==> config.mk <==
export PLATFORM = sky130hd
export DESIGN_NAME = arp_tx_sched
export DESIGN_NICKNAME = d
export VERILOG_FILES = /design/src/rtl/arp_tx_sched.sv
export SDC_FILE = /design/constraint.sdc
export NUM_CORES = 1
export LEC_CHECK = 0
export BUFFER_PORTS_ARGS = -buffer_cell sky130_fd_sc_hd__buf_4
export CORE_ASPECT_RATIO = 0.75
export CORE_MARGIN = 1
export CORE_UTILIZATION = 63
export CTS_CLUSTER_DIAMETER = 120
export DETAILED_ROUTE_END_ITERATION = 8
export PLACE_DENSITY_LB_ADDON = 0.3
export SETUP_SLACK_MARGIN = 0.15
export SLEW_MARGIN = 20
export SYNTH_ARGS = -nofsm -noshare
export SYNTH_HDL_FRONTEND = slang
export SYNTH_SLANG_ARGS = --single-unit
export TNS_END_PERCENT = 20
==> constraint.sdc <==
create_clock -name i_clk -period 5.95 [get_ports i_clk]
set_clock_uncertainty 0.15 [all_clocks]
set_input_delay 0.8925 -clock i_clk [delete_from_list [all_inputs] [get_ports i_clk]]
set_output_delay 0.8925 -clock i_clk [all_outputs]
set_load 0.03 [all_outputs]
==> src/rtl/arp_tx_sched.sv <==
// arp_tx_sched: sequences the ARP header writer and the Ethernet transmit path.
//
// Queues ARP reply requests from the RX parser, programs the local IP into the writer
// on demand, and for each queued request drives one writer operation, waits for
// completion, then requests, holds and releases the transmit port. The writer never
// sees overlapping operations.
//
// Ports:
//   i_clk, i_rst_n                  clock, asynchronous active-low reset
//   i_req_valid/i_req_mac/i_req_ip  reply request from RX parser
//   o_req_ready                     queue not full
//   i_local_set/i_local_ip          local IP load request (rising edge) and value
//   o_wr_trig/o_wr_set_local        writer destination / local-IP trigger pulses
//   o_wr_mac/o_wr_ip                address buses to writer
//   i_wr_ready                      writer completion pulse
//   o_tx_req/i_tx_gnt/i_tx_done     transmit request handshake
//   o_busy, o_err, o_drop_cnt       status
//
// Optional feature macro: ARP_SCHED_DEDUP_EN discards pushes whose IP matches a queued
// or in-flight request (not counted as drops).

module arp_tx_sched #(
  parameter int unsigned FIFO_DEPTH = 4,
  parameter int unsigned WR_TIMEOUT = 64
) (
  input  logic        i_clk,
  input  logic        i_rst_n,
  input  logic        i_req_valid,
  input  logic [47:0] i_req_mac,
  input  logic [31:0] i_req_ip,
  output logic        o_req_ready,
  input  logic        i_local_set,
  input  logic [31:0] i_local_ip,
  output logic        o_wr_trig,
  output logic        o_wr_set_local,
  output logic [47:0] o_wr_mac,
  output logic [31:0] o_wr_ip,
  input  logic        i_wr_ready,
  output logic        o_tx_req,
  input  logic        i_tx_gnt,
  input  logic        i_tx_done,
  output logic        o_busy,
  output logic        o_err,
  output logic [7:0]  o_drop_cnt
);

  localparam int unsigned AW = (FIFO_DEPTH > 1) ? $clog2(FIFO_DEPTH) : 1;
  localparam int unsigned CW = $clog2(FIFO_DEPTH + 1);
  localparam int unsigned TW = $clog2(WR_TIMEOUT + 1);

  typedef enum logic [3:0] {
    StIdle, StLocTrig, StLocWait, StLoad, StDstTrig, StDstWait, StGap, StTxReq, StTxWait
  } state_e;

  state_e         state_q, state_d;
  logic [47:0]    fifo_mac_q [FIFO_DEPTH];
  logic [31:0]    fifo_ip_q  [FIFO_DEPTH];
  logic [AW-1:0]  wr_ptr_q, rd_ptr_q;
  logic [CW-1:0]  count_q, count_d;
  logic           req_ready_q;
  logic [7:0]     drop_q;
  logic           local_prev_q, local_pend_q, local_pend_d;
  logic [31:0]    local_ip_q;
  logic [TW-1:0]  tmo_q, tmo_d;
  logic           tmo_fire;
  logic           wr_trig_q, set_local_q, tx_req_q, busy_q, err_q;
  logic [47:0]    wr_mac_q;
  logic [31:0]    wr_ip_q;

  logic push, pop, drop, dup, local_rise, loc_enter;

  assign drop       = i_req_valid & ~req_ready_q;
  assign push       = i_req_valid & req_ready_q & ~dup;
  assign pop        = (state_q == StIdle) & ~local_pend_q & (count_q != '0);
  assign local_rise = i_local_set & ~local_prev_q;
  assign loc_enter  = (state_q == StIdle) & (state_d == StLocTrig);

`ifdef ARP_SCHED_DEDUP_EN
  logic inflight;
  assign inflight = (state_q == StLoad)    | (state_q == StDstTrig) | (state_q == StDstWait) |
                    (state_q == StGap)     | (state_q == StTxReq)   | (state_q == StTxWait);

  // An entry is valid when its distance from the read pointer is below the occupancy.
  always_comb begin
    logic [AW-1:0] offs;
    dup = 1'b0;
    for (int unsigned i = 0; i < FIFO_DEPTH; i++) begin
      offs = AW'(i) - rd_ptr_q;
      if ((CW'(offs) < count_q) && (fifo_ip_q[i] == i_req_ip)) dup = 1'b1;
    end
    if (inflight && (wr_ip_q == i_req_ip)) dup = 1'b1;
  end
`else
  assign dup = 1'b0;
`endif

  always_comb begin
    count_d = count_q;
    unique case ({push, pop})
      2'b10:   count_d = count_q + CW'(1);
      2'b01:   count_d = count_q - CW'(1);
      default: count_d = count_q;
    endcase
  end

  // Next state and writer timeout.
  always_comb begin
    state_d  = state_q;
    tmo_fire = 1'b0;
    unique case (state_q)
      StIdle: begin
        if (local_pend_q)          state_d = StLocTrig;
        else if (count_q != '0)    state_d = StLoad;
      end
      StLocTrig: state_d = StLocWait;
      StLocWait: begin
        if (i_wr_ready) state_d = StIdle;
        else if (tmo_q == TW'(WR_TIMEOUT - 1)) begin
          tmo_fire = 1'b1;
          state_d  = StIdle;
        end
      end
      StLoad:    state_d = StDstTrig;
      StDstTrig: state_d = StDstWait;
      StDstWait: begin
        if (i_wr_ready) state_d = StGap;
        else if (tmo_q == TW'(WR_TIMEOUT - 1)) begin
          // Request is abandoned; no transmit for it.
          tmo_fire = 1'b1;
          state_d  = StIdle;
        end
      end
      StGap:     state_d = StTxReq;
      StTxReq:   if (i_tx_gnt) state_d = StTxWait;
      StTxWait:  if (i_tx_done) state_d = StIdle;
      default:   state_d = StIdle;
    endcase
  end

  always_comb begin
    tmo_d = '0;
    if (((state_q == StLocWait) || (state_q == StDstWait)) && (state_d == state_q)) begin
      tmo_d = tmo_q + TW'(1);
    end
  end

  // A fresh edge wins over the clear so its IP is not lost.
  always_comb begin
    local_pend_d = local_pend_q;
    if (local_rise)     local_pend_d = 1'b1;
    else if (loc_enter) local_pend_d = 1'b0;
  end

  always_ff @(posedge i_clk or negedge i_rst_n) begin
    if (!i_rst_n) begin
      state_q      <= StIdle;
      wr_ptr_q     <= '0;
      rd_ptr_q     <= '0;
      count_q      <= '0;
      req_ready_q  <= 1'b1;
      drop_q       <= '0;
      local_prev_q <= 1'b0;
      local_pend_q <= 1'b0;
      local_ip_q   <= '0;
      tmo_q        <= '0;
      wr_trig_q    <= 1'b0;
      set_local_q  <= 1'b0;
      tx_req_q     <= 1'b0;
      busy_q       <= 1'b0;
      err_q        <= 1'b0;
      wr_mac_q     <= '0;
      wr_ip_q      <= '0;
      for (int i = 0; i < int'(FIFO_DEPTH); i++) begin
        fifo_mac_q[i] <= '0;
        fifo_ip_q[i]  <= '0;
      end
    end else begin
      state_q      <= state_d;
      count_q      <= count_d;
      req_ready_q  <= (count_d != CW'(FIFO_DEPTH));
      local_prev_q <= i_local_set;
      local_pend_q <= local_pend_d;
      tmo_q        <= tmo_d;
      wr_trig_q    <= (state_d == StDstTrig);
      set_local_q  <= (state_d == StLocTrig);
      tx_req_q     <= (state_d == StTxReq);
      busy_q       <= (state_d != StIdle);
      err_q        <= err_q | tmo_fire;
      if (local_rise) local_ip_q <= i_local_ip;
      if (drop && (drop_q != 8'hFF)) drop_q <= drop_q + 8'd1;
      if (push) begin
        fifo_mac_q[wr_ptr_q] <= i_req_mac;
        fifo_ip_q[wr_ptr_q]  <= i_req_ip;
        wr_ptr_q             <= wr_ptr_q + AW'(1);
      end
      // Pop coincides with IDLE -> LOAD; buses are stable before the trigger.
      if (pop) begin
        wr_mac_q <= fifo_mac_q[rd_ptr_q];
        wr_ip_q  <= fifo_ip_q[rd_ptr_q];
        rd_ptr_q <= rd_ptr_q + AW'(1);
      end else if (loc_enter) begin
        wr_ip_q  <= local_ip_q;
      end
    end
  end

  assign o_req_ready    = req_ready_q;
  assign o_wr_trig      = wr_trig_q;
  assign o_wr_set_local = set_local_q;
  assign o_wr_mac       = wr_mac_q;
  assign o_wr_ip        = wr_ip_q;
  assign o_tx_req       = tx_req_q;
  assign o_busy         = busy_q;
  assign o_err          = err_q;
  assign o_drop_cnt     = drop_q;

endmodule

Word-level counts from Yosys, hierarchy flattened --
Cells that the tools add are included.
Storage, ports and cells: word-level logic and storage cells 102, output and inout port bits 94, register bits 466
Cells by class: magnitude comparators 3, $add $sub $neg 6, reductions and logical operators 10, equality and inequality tests 17, muxes and demuxes 29, bitwise operators 12
Operators with widths (number):
- 192-bit bitwise mux | 1
- 32-bit 2-to-1 mux | 5
- 48-bit 2-to-1 mux | 3
- 128-bit bitwise mux | 1
- 48-bit binary-select mux with 2-bit select | 1
- 48-bit demux with 2-bit select | 1
- 32-bit binary-select mux with 2-bit select | 1
- 32-bit demux with 2-bit select | 1
- 4-bit case mux with 9 select lines | 1
- 4-bit 2-to-1 mux | 7
- 4-bit by 3-bit equality test with 1-bit output (second input constant) | 6
- 8-bit by 1-bit adder with 8-bit output (second input constant) | 1
- 4-bit by 1-bit equality test with 1-bit output (second input constant) | 2
- 4-bit by 2-bit equality test with 1-bit output (second input constant) | 2
- 8-bit != test (second input constant) | 1
- 7-bit by 1-bit adder with 7-bit output (second input constant) | 1
- 7-bit by 6-bit equality test with 1-bit output (second input constant) | 1
- 7-bit 2-to-1 mux | 1
- 1-bit AND | 6
- 3-bit greater-or-equal comparator (second input constant) | 2
- 2-bit NOT with 3-bit output | 2
- 3-bit case mux with 2 select lines | 1
- 1-bit 2-to-1 mux | 5
- 2-bit by 1-bit adder with 2-bit output (second input constant) | 2
- other kinds (17) | 22

Logic depth before layout (Yosys ltp) --
Gate-level depths: netlist of run 1.
depth in word-level cells 8, depth in mapped cells 12, mapped depth without buffers 9

Least setup slack after synthesis of run 1 --
No wires, ideal clock.
path type reg2reg, from register state_q[1], to register req_ready_q, in the netlist o_req_ready, data required time 5.718 ns, setup time 0.082 ns, clock period less this slack 2.833 ns, setup slack 3.117 ns, arrival 2.600 ns, stages on the path, launching flop included 13, cells stage by stage dfrtp_1 > buf_6 > or4_4 > nor3_4 > buf_6 > buf_12 > ha_1 > inv_1 > fa_1 > xor2_1 > nor2_1 > xor2_1 > nand2_1
On the way: cells in the longest elaborated chain, start to end 6, elaborated cells between the ends (all ways) 7
Ends and longest elaborated chain:
- from (decl) | RTL line 55 | state_e state_q, state_d;
- from (signal assigned) | RTL line 156 | state_q <= StIdle;
- from (signal assigned) | RTL line 178 | state_q <= state_d;
- 4-bit logical NOT * | RTL line 74 | assign pop = (state_q == StIdle) & ~local_pend_q & (count_q != '0);
- 1-bit AND * (2 in a row) | RTL line 74
- named net pop | RTL line 70 | logic push, pop, drop, dup, local_rise, loc_enter;
- 2-bit by 1-bit equality test with 1-bit output / 2-bit equality test (equally long branches) | RTL line 99 | unique case ({push, pop})
- 3-bit case mux with 2 select lines * | RTL line 99
- named net count_d[2] | RTL line 59 | logic [CW-1:0] count_q, count_d;
- 3-bit != test * | RTL line 180 | req_ready_q <= (count_d != CW'(FIFO_DEPTH));
- to (signal assigned) | RTL line 180
- to (decl) | RTL line 60 | logic req_ready_q;
The timed path passes the listed nets; every way through them passes the cells marked *. A chain may end at the register's enable or synchronous reset.

Worst setup path after layout of run 1 --
from register state_q[1], to register req_ready_q, in the netlist o_req_ready
On the way: cells in the longest elaborated chain, start to end 6, elaborated cells between the ends (all ways) 7
Ends and longest elaborated chain (RTL line):
- 4-bit logical NOT * | 74
- 1-bit AND * (2 in a row) | 74
- 2-bit by 1-bit equality test with 1-bit output / 2-bit equality test (equally long branches) | 99
- 3-bit case mux with 2 select lines * | 99
- named net count_d[2] | 59
- 3-bit != test * | 180
Marked as above.

==> results_dict.tcl, run 1 <==
set metrics [dict create \
    max_freq_mhz 286 \
    critPathMaxFanout 51 \
    n_antenna_cell 0 \
    synthSimpleGateAreaFrac_pct 2.10 \
    fillers 1886 \
    worstMarginPinSlew_ns 0.976 \
    area_delta_synth_final_pct 16.9 \
    synth_cells 1225 \
    avgSynthCellArea_sq_um 16.1 \
    drt-pass1-iter-count 7 \
    htree_levels 2 \
    fin_crit_ns 3.50 \
    clockBufferDepth 3 \
    finalSetupTns_ns 0 \
    dp_cells 1774 \
    run_status "finished, violations left" \
    finalHoldViolations 0 \
    place.port_buffers 212 \
    rsz0062_at_grt "false" \
    first_iter_violations 705 \
    cts_resized 0 \
    cts_made_buffers 44 \
    grt_pass1_vias 12101 \
    cts_tree "done" \
    fin_crit_sh_pct 58.9 \
    clk_latency_ns 0.55 \
    synth_top_family_by_area "multiplexers" \
    synthFlopType "dfrtp_1" \
    yosys.area_share.adder_pct 0.546 \
    rows 55 \
    netlist_top_cells_area "dfrtp_1 (59%), mux2_2 (23%), mux4_2 (9.1%)" \
    drt-total-wl_um 40600 \
    cts_setup_buffers 0 \
    async_reset_ff_share_pct 100 \
    grt_pass1_wl_um 65200 \
    synth_fp_nets 1352 \
    ant_nets 0 \
    setup.worst_path.class "flip-flop to flip-flop" \
    io_pins 213 \
    netlist_area_sq_um 19700 \
    synth_edf_count 0 \
    layout.nets 1549 \
    yosys.area_share.xor_xnor_pct 0.756 \
    cp-start-kind "flip-flop" \
    setup_viol 0 \
    hpwlAfterDp_um 24700 \
    hold_slack_ns 0.285 \
    reg2reg_depth 10 \
    hp-class "input port to async pin" \
    critPathCaptureType "flip-flop" \
    drc 28 \
    grt_max_degree 152 \
    p_per_area_nw_per_um2 581 \
    violations "design-rule violations" \
    yosys_warnings 0 \
    via_count 11000 \
    start_util_pct 64.6 \
    overflow 0 \
    ys_seq_area_share_pct 59.2 \
    core_area_sq_um 30500 \
    cts.sinks 466 \
    grt_use_total_pct 26.4 \
    p_leak_nw 10.0 \
    ir_drop_uv 352 \
    yosysUniqueCellTypes 42 \
    arrival_ns 3.82 \
    antenna_found_initial 1 \
    wl_per_cell_um 21.9 \
    die_h_um 155 \
    synth_top_area_share_pct 59.0 \
    ys_seq_elements 466 \
    slew_headroom_pct 35.0 \
    worstPathRequired_ns 6.27 \
    slew_violations 0 \
    dieWidth_um 206 \
    layout.cells.non_filler 1854 \
    vias_per_cell 5.93 \
    die-area_sq_um 32000 \
    synth_largest_area_cell "dfrtp_1" \
    synth_compound_gate_area_share_pct 1.45 \
    synthMuxAreaShare_pct 33.7 \
    gp_congestion 0.768 \
    root_buffer "clkbuf_16" \
    clk_pin_slew_ns 0.07 \
    cts_hold_buf 0 \
    cap_violations 0 \
    layout-drive-gt1-share_pct 54.2 \
]
-- state kept, by name, indices dropped and copies added (netlist names), 2 cells and up --
| name | cells |
|---|---|
| tmo_q | 7 |
| rd_ptr_q | 2 |
| local_ip_q | 32 |
| o_wr_ip | 32 |
| fifo_mac_q | 192 |
| count_q | 3 |
| o_drop_cnt | 8 |
| wr_ptr_q | 2 |
| state_q | 4 |
| o_wr_mac | 48 |
| fifo_ip_q | 128 |
-- cell usage in the layout (no fill, tap or decap), drive strengths merged, types with 2 or more instances in the layout --
master,n
a21oi,34
a221o,2
a31oi,2
and2,3
and3,4
buf,226
clkbuf,65
clkinv,13
dfrtp,465
ha,7
inv,12
mux2,402
mux2i,32
mux4,80
nand2,8
nand2b,4
nand3,7
nand4,5
nor2,41
nor2b,3
nor3,2
nor3b,2
o21ai,5
or4,2
xnor2,11
xor2,6
-- report_power, final --
| group | leakage (nW) | internal [mW] | switching (mW) |
|---|---|---|---|
| sequential | 5.54 | 4.67 | 0.953 |
| combinational | 3.79 | 2.79 | 2.22 |
| clock | 0.706 | 1.56 | 1.17 |
| total | 10.0 | 9.03 | 4.35 |
-- logic make-up (layout without fill, tap and decap cells) --
kind of cell / after synthesis / after routing
compound gates: 49 / 49
buf+inv: 87 / 317
flops: 466 / 466
fa+ha+maj: 8 / 8
simple gates: 84 / 84
xor+xnor: 17 / 17
mux: 514 / 514
-- layer usage --
metal	vias up	part of all wire, %	global-route usage (%)
li1	4886	-	-
met1	5849	43	36.3
met2	221	49	43.1
met3	42	5.8	6.24
met4	2	1.5	6.16
met5	-	0.042	0
-- cells in the mapped netlist, types with 2 or more instances --
cell type	n
buf_6	5
mux2_2	402
nand3_1	7
nand4_1	5
nand2b_1	4
a221o_1	2
nor3b_1	2
a21oi_1	34
xnor2_1	11
and2_1	3
dfrtp_1	465
mux2i_1	32
nand2_1	8
mux4_2	80
clkbuf_1	47
buf_1	7
inv_1	12
o21ai_0	5
a31oi_1	2
nor2_1	41
nor2b_1	3
buf_2	12
buf_12	3
ha_1	7
and3_1	4
xor2_1	6
-- per-stage QoR --
| step | cell area [sq um] | setup WS, ns | util, % | total power [mW] |
|---|---|---|---|---|
| after global placement | 21600 | 2.55 | 70.9 | 10.4 |
| after global routing | 23000 | 2.26 | 75.6 | 14.1 |
| after CTS | 23000 | 2.44 | 75.5 | 13.5 |
| after detailed placement | 21600 | 2.46 | 70.9 | 10.7 |
| final | 23000 | 2.45 | 75.6 | 13.4 |
| after floorplan | 19700 | 3.12 | - | 9.17 |
-- critical path: stages (launching register included) --
cell	delay [ns]
dfrtp_1	0.47
or4_4	0.59
nor3_4	0.17
buf_4	0.71
ha_1	0.33
inv_1	0.07
fa_1	0.39
xor2_1	0.16
nor2_1	0.11
xor2_1	0.19
nand2_1	0.07
-- final timing paths --
path                                   from        endpoint  slack, ns
worst max register to register   state_q[1]     o_req_ready       2.45
max in group asynchronous           i_rst_n  fifo_mac_q[83]       3.95
worst max-delay path             state_q[1]     o_req_ready       2.45
worst min register to register     tmo_q[0]        tmo_q[0]       0.31
min in group i_clk              i_local_set    local_prev_q       0.31
worst min-delay path                i_rst_n   fifo_ip_q[71]       0.28
-- final cells by class --
type | count | area [sq um] | share of cell area, %
multi-input combinational | 672 | 7670 | 33.3
inverter | 12 | 45.0 | 0.195
timing repair buffer | 226 | 1740 | 7.56
clock buffer | 65 | 1300 | 5.65
tap | 399 | 499 | 2.17
sequential | 466 | 11700 | 50.6
clock inverter | 14 | 110 | 0.478
No activity file was read; power rests on OpenSTA's default activity.
==> run 2: changes to the inputs <==
Settings changed: ABC_AREA set to 1, CORE_UTILIZATION 63 to 59.
Clock period 5.95 ns to 3.4 ns, I/O delays scaled along.
==> run 2 against run 1 <==
Compared with the run above:
- first-iteration DRC count up 110%
- the flow now finishes without violations
- power up 72%
- highest routed layer is now met4
- sequential power is 66% higher
- die area is 6.5% higher
- critical path depth shrank 3
- maximum frequency grew 45%
- via count increased by 46%
- hold slack lost 0.24 ns
- synthesized cell count increased by 79%
- setup slack worse by 1.5 ns
==> results_dict.tcl, run 2 <==
set metrics [dict create \
    timing.rr.start "state_q[3]" \
    critPathCaptureType "flip-flop" \
    synthMuxAreaShare_pct 1.83 \
    setup_viol 0 \
    clk_pin_slew_ns 0.06 \
    root_buffer "clkbuf_16" \
    finalHoldViolations 0 \
    vias_per_cell 5.69 \
    rrSetupSlack_ns 0.98 \
    synth_top_family_by_area "compound AO/OA/AOI/OAI gates" \
    critPathMaxFanout 163 \
    setup.worst_path.class "flip-flop to flip-flop" \
    overflow 0 \
    fillers 2455 \
    synth_fp_nets 2324 \
    crit_start "state_q[3]" \
    yosys_warnings 0 \
    yosys.area_share.adder_pct 0.547 \
    wl_per_cell_um 17.1 \
    hpwlAfterDp_um 29200 \
    r2r-end "o_wr_ip[27]" \
    gp_congestion 0.821 \
    cts_made_buffers 44 \
    die-area_sq_um 34100 \
    path_common_cell "o21ai_1" \
    rsz0062_at_grt "false" \
    layout-drive-gt1-share_pct 15.3 \
    drt-total-wl_um 48100 \
    grt_use_total_pct 29.0 \
    avgSynthCellArea_sq_um 8.95 \
    n_antenna_cell 0 \
    grt_pass1_wl_um 79300 \
    io_pins 213 \
    p_leak_nw 11.1 \
    first_iter_violations 1468 \
    cts_resized 0 \
    regMostFlops "fifo_mac_q" \
    yosysUniqueCellTypes 29 \
    netlist_top_cells_area "dfrtp_1 (59%), o21ai_0 (13%), nand2_1 (7.7%)" \
    cts_tree "done" \
    antenna_found_initial 0 \
    clockBufferDepth 3 \
    slowest_delay_ns 0.56 \
    crit_path_end "o_wr_ip[27]" \
    htree_levels 2 \
    synth_largest_area_cell "dfrtp_1" \
    final_cell_mix "o21ai_0 (507), dfrtp_1 (463), nand2_1 (398)" \
    die_h_um 160 \
    dp_cells 2736 \
    area_delta_synth_final_pct 17.2 \
    yosys.area_share.xor_xnor_pct 0.579 \
    rows 57 \
    run_status "finished clean" \
    drc 0 \
    largest_reg_flops 192 \
    finalSetupTns_ns 0 \
    slew_violations 0 \
    reg2reg_depth 7 \
    dieWidth_um 213 \
    ir_drop_uv 530 \
    hp-class "input port to flip-flop" \
    synth_compound_gate_area_share_pct 16.9 \
    synth_top_area_share_pct 59.2 \
    cp-start-kind "flip-flop" \
    cp_cell_sequence "nor2_1 > nand3_1 > nor2_4 > buf_12 > o211ai_1 > o21ai_1 > o21ai_1" \
    yosysMostFrequentCell "o21ai_0" \
    worstMarginPinSlew_ns 0.859 \
    worstPathRequired_ns 3.66 \
    cts.sinks 466 \
    layout.nets 2469 \
    netlist_area_sq_um 19700 \
    clk_latency_ns 0.54 \
    drt-pass1-iter-count 5 \
    final-seq-area_sq_um 11700 \
    grt_pass1_vias 15828 \
    synth_commonest_cells "o21ai_0 (507), dfrtp_1 (465), nand2_1 (403), nor2_1 (357), inv_1 (109)" \
    synthSimpleGateAreaFrac_pct 15.1 \
    arrival_ns 2.68 \
    place.port_buffers 212 \
    core_area_sq_um 32600 \
    max_freq_mhz 414 \
    layout.cells.non_filler 2817 \
    synth_edf_count 0 \
    final_common_cell "o21ai_0" \
    p_total_mw 23.1 \
    utilization_pct 70.7 \
    multi_input_area_sq_um 6920 \
    grt_max_degree 164 \
    ys_seq_elements 466 \
    start_util_pct 60.3 \
    cap_violations 0 \
    slew_headroom_pct 42.7 \
    synthFlopType "dfrtp_1" \
    via_count 16019 \
    ys_seq_area_share_pct 59.3 \
    slowest_stage "buf_12" \
    synth_cells 2197 \
    fin_crit_ns 2.42 \
    p_per_area_nw_per_um2 1000 \
    ant_nets 0 \
    fin_crit_sh_pct 71.1 \
    async_reset_ff_share_pct 100 \
]
==> run 2: worst min-delay path by stage <==
stage	start	to	slack, ns	cells past startpoint
4_1_cts	i_local_ip[8]	local_ip_q[8]	0.03	2
6_report	i_local_ip[8]	local_ip_q[8]	0.04	2
2_1_floorplan	i_rst_n	count_q[0]	0.06	0
3_5_place_dp	local_pend_q	local_pend_q	0.31	2
3_3_place_gp	tmo_q[0]	tmo_q[0]	0.30	1
5_1_grt	i_local_ip[2]	local_ip_q[2]	0.04	2
==> run 2: cell families (layout without fill, tap and decap cells) <==
logic type	Yosys count	after routing
AO/OA/AOI/OAI	635	635
XOR/XNOR	13	13
adder cells (fa/ha/maj)	8	8
buffers and inverters	260	438
flip-flops	466	466
multiplexers	32	32
AND/OR/NAND/NOR	783	783
==> run 2: area by class of cell <==
cell class / count / share of cell area [%]
Clock buffer: 66 / 5.79
Clock inverter: 13 / 0.630
Inverter: 111 / 1.83
Multi-Input combinational cell: 1471 / 30.0
Sequential cell: 466 / 50.6
Tap cell: 442 / 2.40
Timing Repair Buffer: 248 / 8.68
==> run 2: stage by stage <==
stage / hold WS [ns] / setup WS (ns) / area (sq um)
final: 0.0414 / 0.982 / 23000
after global routing: 0.0396 / 0.776 / 23000
after CTS: 0.0267 / 0.995 / 23000
after detailed placement: 0.311 / 0.933 / 21500
after global placement: 0.299 / 0.995 / 21500
after floorplan: 0.0644 / 0.974 / 19700
==> run 2: report_power, final <==
group / internal [mW] / leakage (nW) / total, mW / switching [mW]
Sequential: 7.96 / 5.77 / 9.33 / 1.37
Clock: 2.94 / 0.731 / 5.03 / 2.09
Combinational: 3.00 / 4.56 / 8.70 / 5.71
Total: 13.9 / 11.1 / 23.1 / 9.16
==> run 2: routing by layer <==
metal | wire (um) | up-vias | GRT usage (%) | share of wire (%)
met1 | 20700 | 7847 | 40.7 | 43
met4 | 1420 | 0 | 10.5 | 2.9
met2 | 22900 | 588 | 46.1 | 48
met5 | 0 | - | 0 | 0
met3 | 3160 | 101 | 4.35 | 6.6
li1 | - | 7483 | - | -
==> run 2: critical path, delay by kind of cell, from the launching register on <==
kind,cells,cell delay (ns)
AOI/OAI and AO/OA,3,0.55
and+or+nand+nor,3,0.54
DFF,1,0.42
buffers and inverters,1,0.56
==> run 2: timing repair <==
action,CTS,global route
endpoints found under the hold margin,68,0
hold buffers,2,0
buffers inserted,0,0
==> run 3: changes to the inputs <==
Settings changed: ABC_AREA 1 to 0, CORE_UTILIZATION 59 to 53.
Clock period 3.4 ns to 1.95 ns, I/O delays scaled along.
==> run 3 against run 2 <==
Compared with the run above:
- the run now ends with negative setup slack left
- clock-buffer cell count rose by 7
- critical path depth up 2
- largest cell class unchanged
- maximum frequency increased by 0.83%
- largest power group is now combinational logic
- clock power rose by 75%
==> results_dict.tcl, run 3 (synthesized netlist as in run 1, its figures left out) <==
set metrics [dict create \
    worstPathRequired_ns 2.29 \
    clockBufferDepth 3 \
    slew_headroom_pct 69.2 \
    slowest_delay_ns 0.56 \
    die-area_sq_um 38000 \
    wl_met1_um 19600 \
    fin_area_sq_um 25500 \
    fin_crit_ns 2.40 \
    htree_levels 2 \
    drt-pass1-iter-count 7 \
    start_util_pct 54.4 \
    core_area_sq_um 36300 \
    place_ws_ns -0.564 \
    dieWidth_um 225 \
    place.port_buffers 212 \
    grt_pass1_wl_um 70500 \
    path_delay_family "simple AND/OR/NAND/NOR gates" \
    utilization_pct 70.3 \
    cts_made_buffers 46 \
    antenna_found_initial 3 \
    area_delta_synth_final_pct 29.3 \
    wl_per_cell_um 20.4 \
    layout.nets 1727 \
    grt_pass1_vias 12892 \
    hpwlAfterDp_um 27100 \
    wl_met3_um 1630 \
    hp-class "input port to flip-flop" \
    max_freq_mhz 417 \
    clk_latency_ns 0.56 \
    final_cell_mix "dfrtp_1 (458), mux2_2 (386), buf_4 (249)" \
    drt-total-wl_um 43700 \
    hold_slack_ns 0.0820 \
    regMostFlops "fifo_mac_q" \
    wl_met2_um 21600 \
    ant_nets 0 \
    cp-start-kind "flip-flop" \
    final_common_cell "dfrtp_1" \
    critPathMaxFanout 2 \
    placed_area_sq_um 22500 \
    fillers 2372 \
    slew_violations 0 \
    cts_tree "done" \
    cts.sinks 466 \
    grt_max_degree 80 \
    setup.worst_path.class "flip-flop to flip-flop" \
    layout-drive-gt1-share_pct 53.5 \
    vias_per_cell 5.50 \
    io_pins 213 \
    setup_slack_ns -0.448 \
    p_leak_nw 11.1 \
    clk_pin_slew_ns 0.06 \
    path_buf_inv 1 \
    fin_crit_sh_pct 123 \
    path_depth 9 \
    run_status "finished, violations left" \
    first_iter_violations 562 \
    finalHoldViolations 0 \
    gp_congestion 0.800 \
    worstMarginPinSlew_ns 0.463 \
    critPathCaptureType "flip-flop" \
    die_h_um 169 \
    rows 60 \
    largest_reg_flops 192 \
    root_buffer "clkbuf_16" \
    slowest_stage "or4_4" \
    maxUsedRoutingLayer "met4" \
    ir_drop_uv 738 \
    p_per_area_nw_per_um2 1680 \
    violations "negative setup slack" \
    cp_cell_sequence "or4_4 > nor3_4 > ha_4 > inv_2 > fa_2 > xor2_2 > nor2_2 > xor2_1 > nand2_1" \
    holdPathStages 4 \
    grt_use_total_pct 23.7 \
    setup_viol 90 \
    cap_violations 0 \
    reg2reg_depth 9 \
    rsz0062_at_grt "true" \
    arrival_ns 2.74 \
    drc 0 \
    p_total_mw 42.9 \
    overflow 0 \
    via_count 11744 \
]
run 3: worst min-delay path: stages:
cell and delay [ns]:
buf_4 0.12, nand2_1 0.13, buf_4 0.14, xnor2_1 0.07
run 3: metrics by stage:
step	instances	setup TNS (ns)
2_1_floorplan	1225	-7.72
3_5_place_dp	1924	-32.42
3_3_place_gp	1924	-29.89
5_1_grt	2136	-35.43
4_1_cts	2130	-26.19
6_report	2136	-28.88
run 3: cell type report:
class,instances,area [sq um],share of cell area [%]
Clock buffer,73,1400,5.50
Multi-Input combinational cell,672,7830,30.7
Tap cell,496,621,2.44
Inverter,12,45.0,0.177
Clock inverter,12,110,0.432
Sequential cell,466,11700,45.8
Antenna cell,3,7.51,0.0295
Timing Repair Buffer,402,3800,14.9
run 3: final timing paths:
| check | end | slack, ns | from |
|---|---|---|---|
| setup / recovery | o_req_ready | -0.45 | state_q[1] |
| hold / removal | wr_ptr_q[0] | 0.08 | i_req_valid |
| setup reg to reg | o_req_ready | -0.45 | state_q[1] |
| hold reg to reg | o_drop_cnt[4] | 0.33 | o_drop_cnt[4] |
| max in group asynchronous | o_drop_cnt[4] | 0.77 | i_rst_n |
| min in group asynchronous | o_wr_ip[4] | 0.09 | i_rst_n |
run 3: what timing repair did:
action	4_1_cts	5_1_grt
resized for setup	11	18
hold endpoints to repair	820	0
setup buffers	1	2
hold buffers	117	0
endpoints found under the setup margin	157	283
cloned	3	1
pin swaps	12	15
run 3: layer usage:
layer | track usage [%] | vias to the layer above
met4 | 6.48 | 0
met5 | 0 | -
met3 | 3.56 | 55
li1 | - | 5254
met2 | 39.5 | 225
met1 | 32.9 | 6210
run 3: report_power, final:
part	internal [mW]	switching, mW
clock network	5.08	3.71
registers	14.3	2.46
logic	9.79	7.54
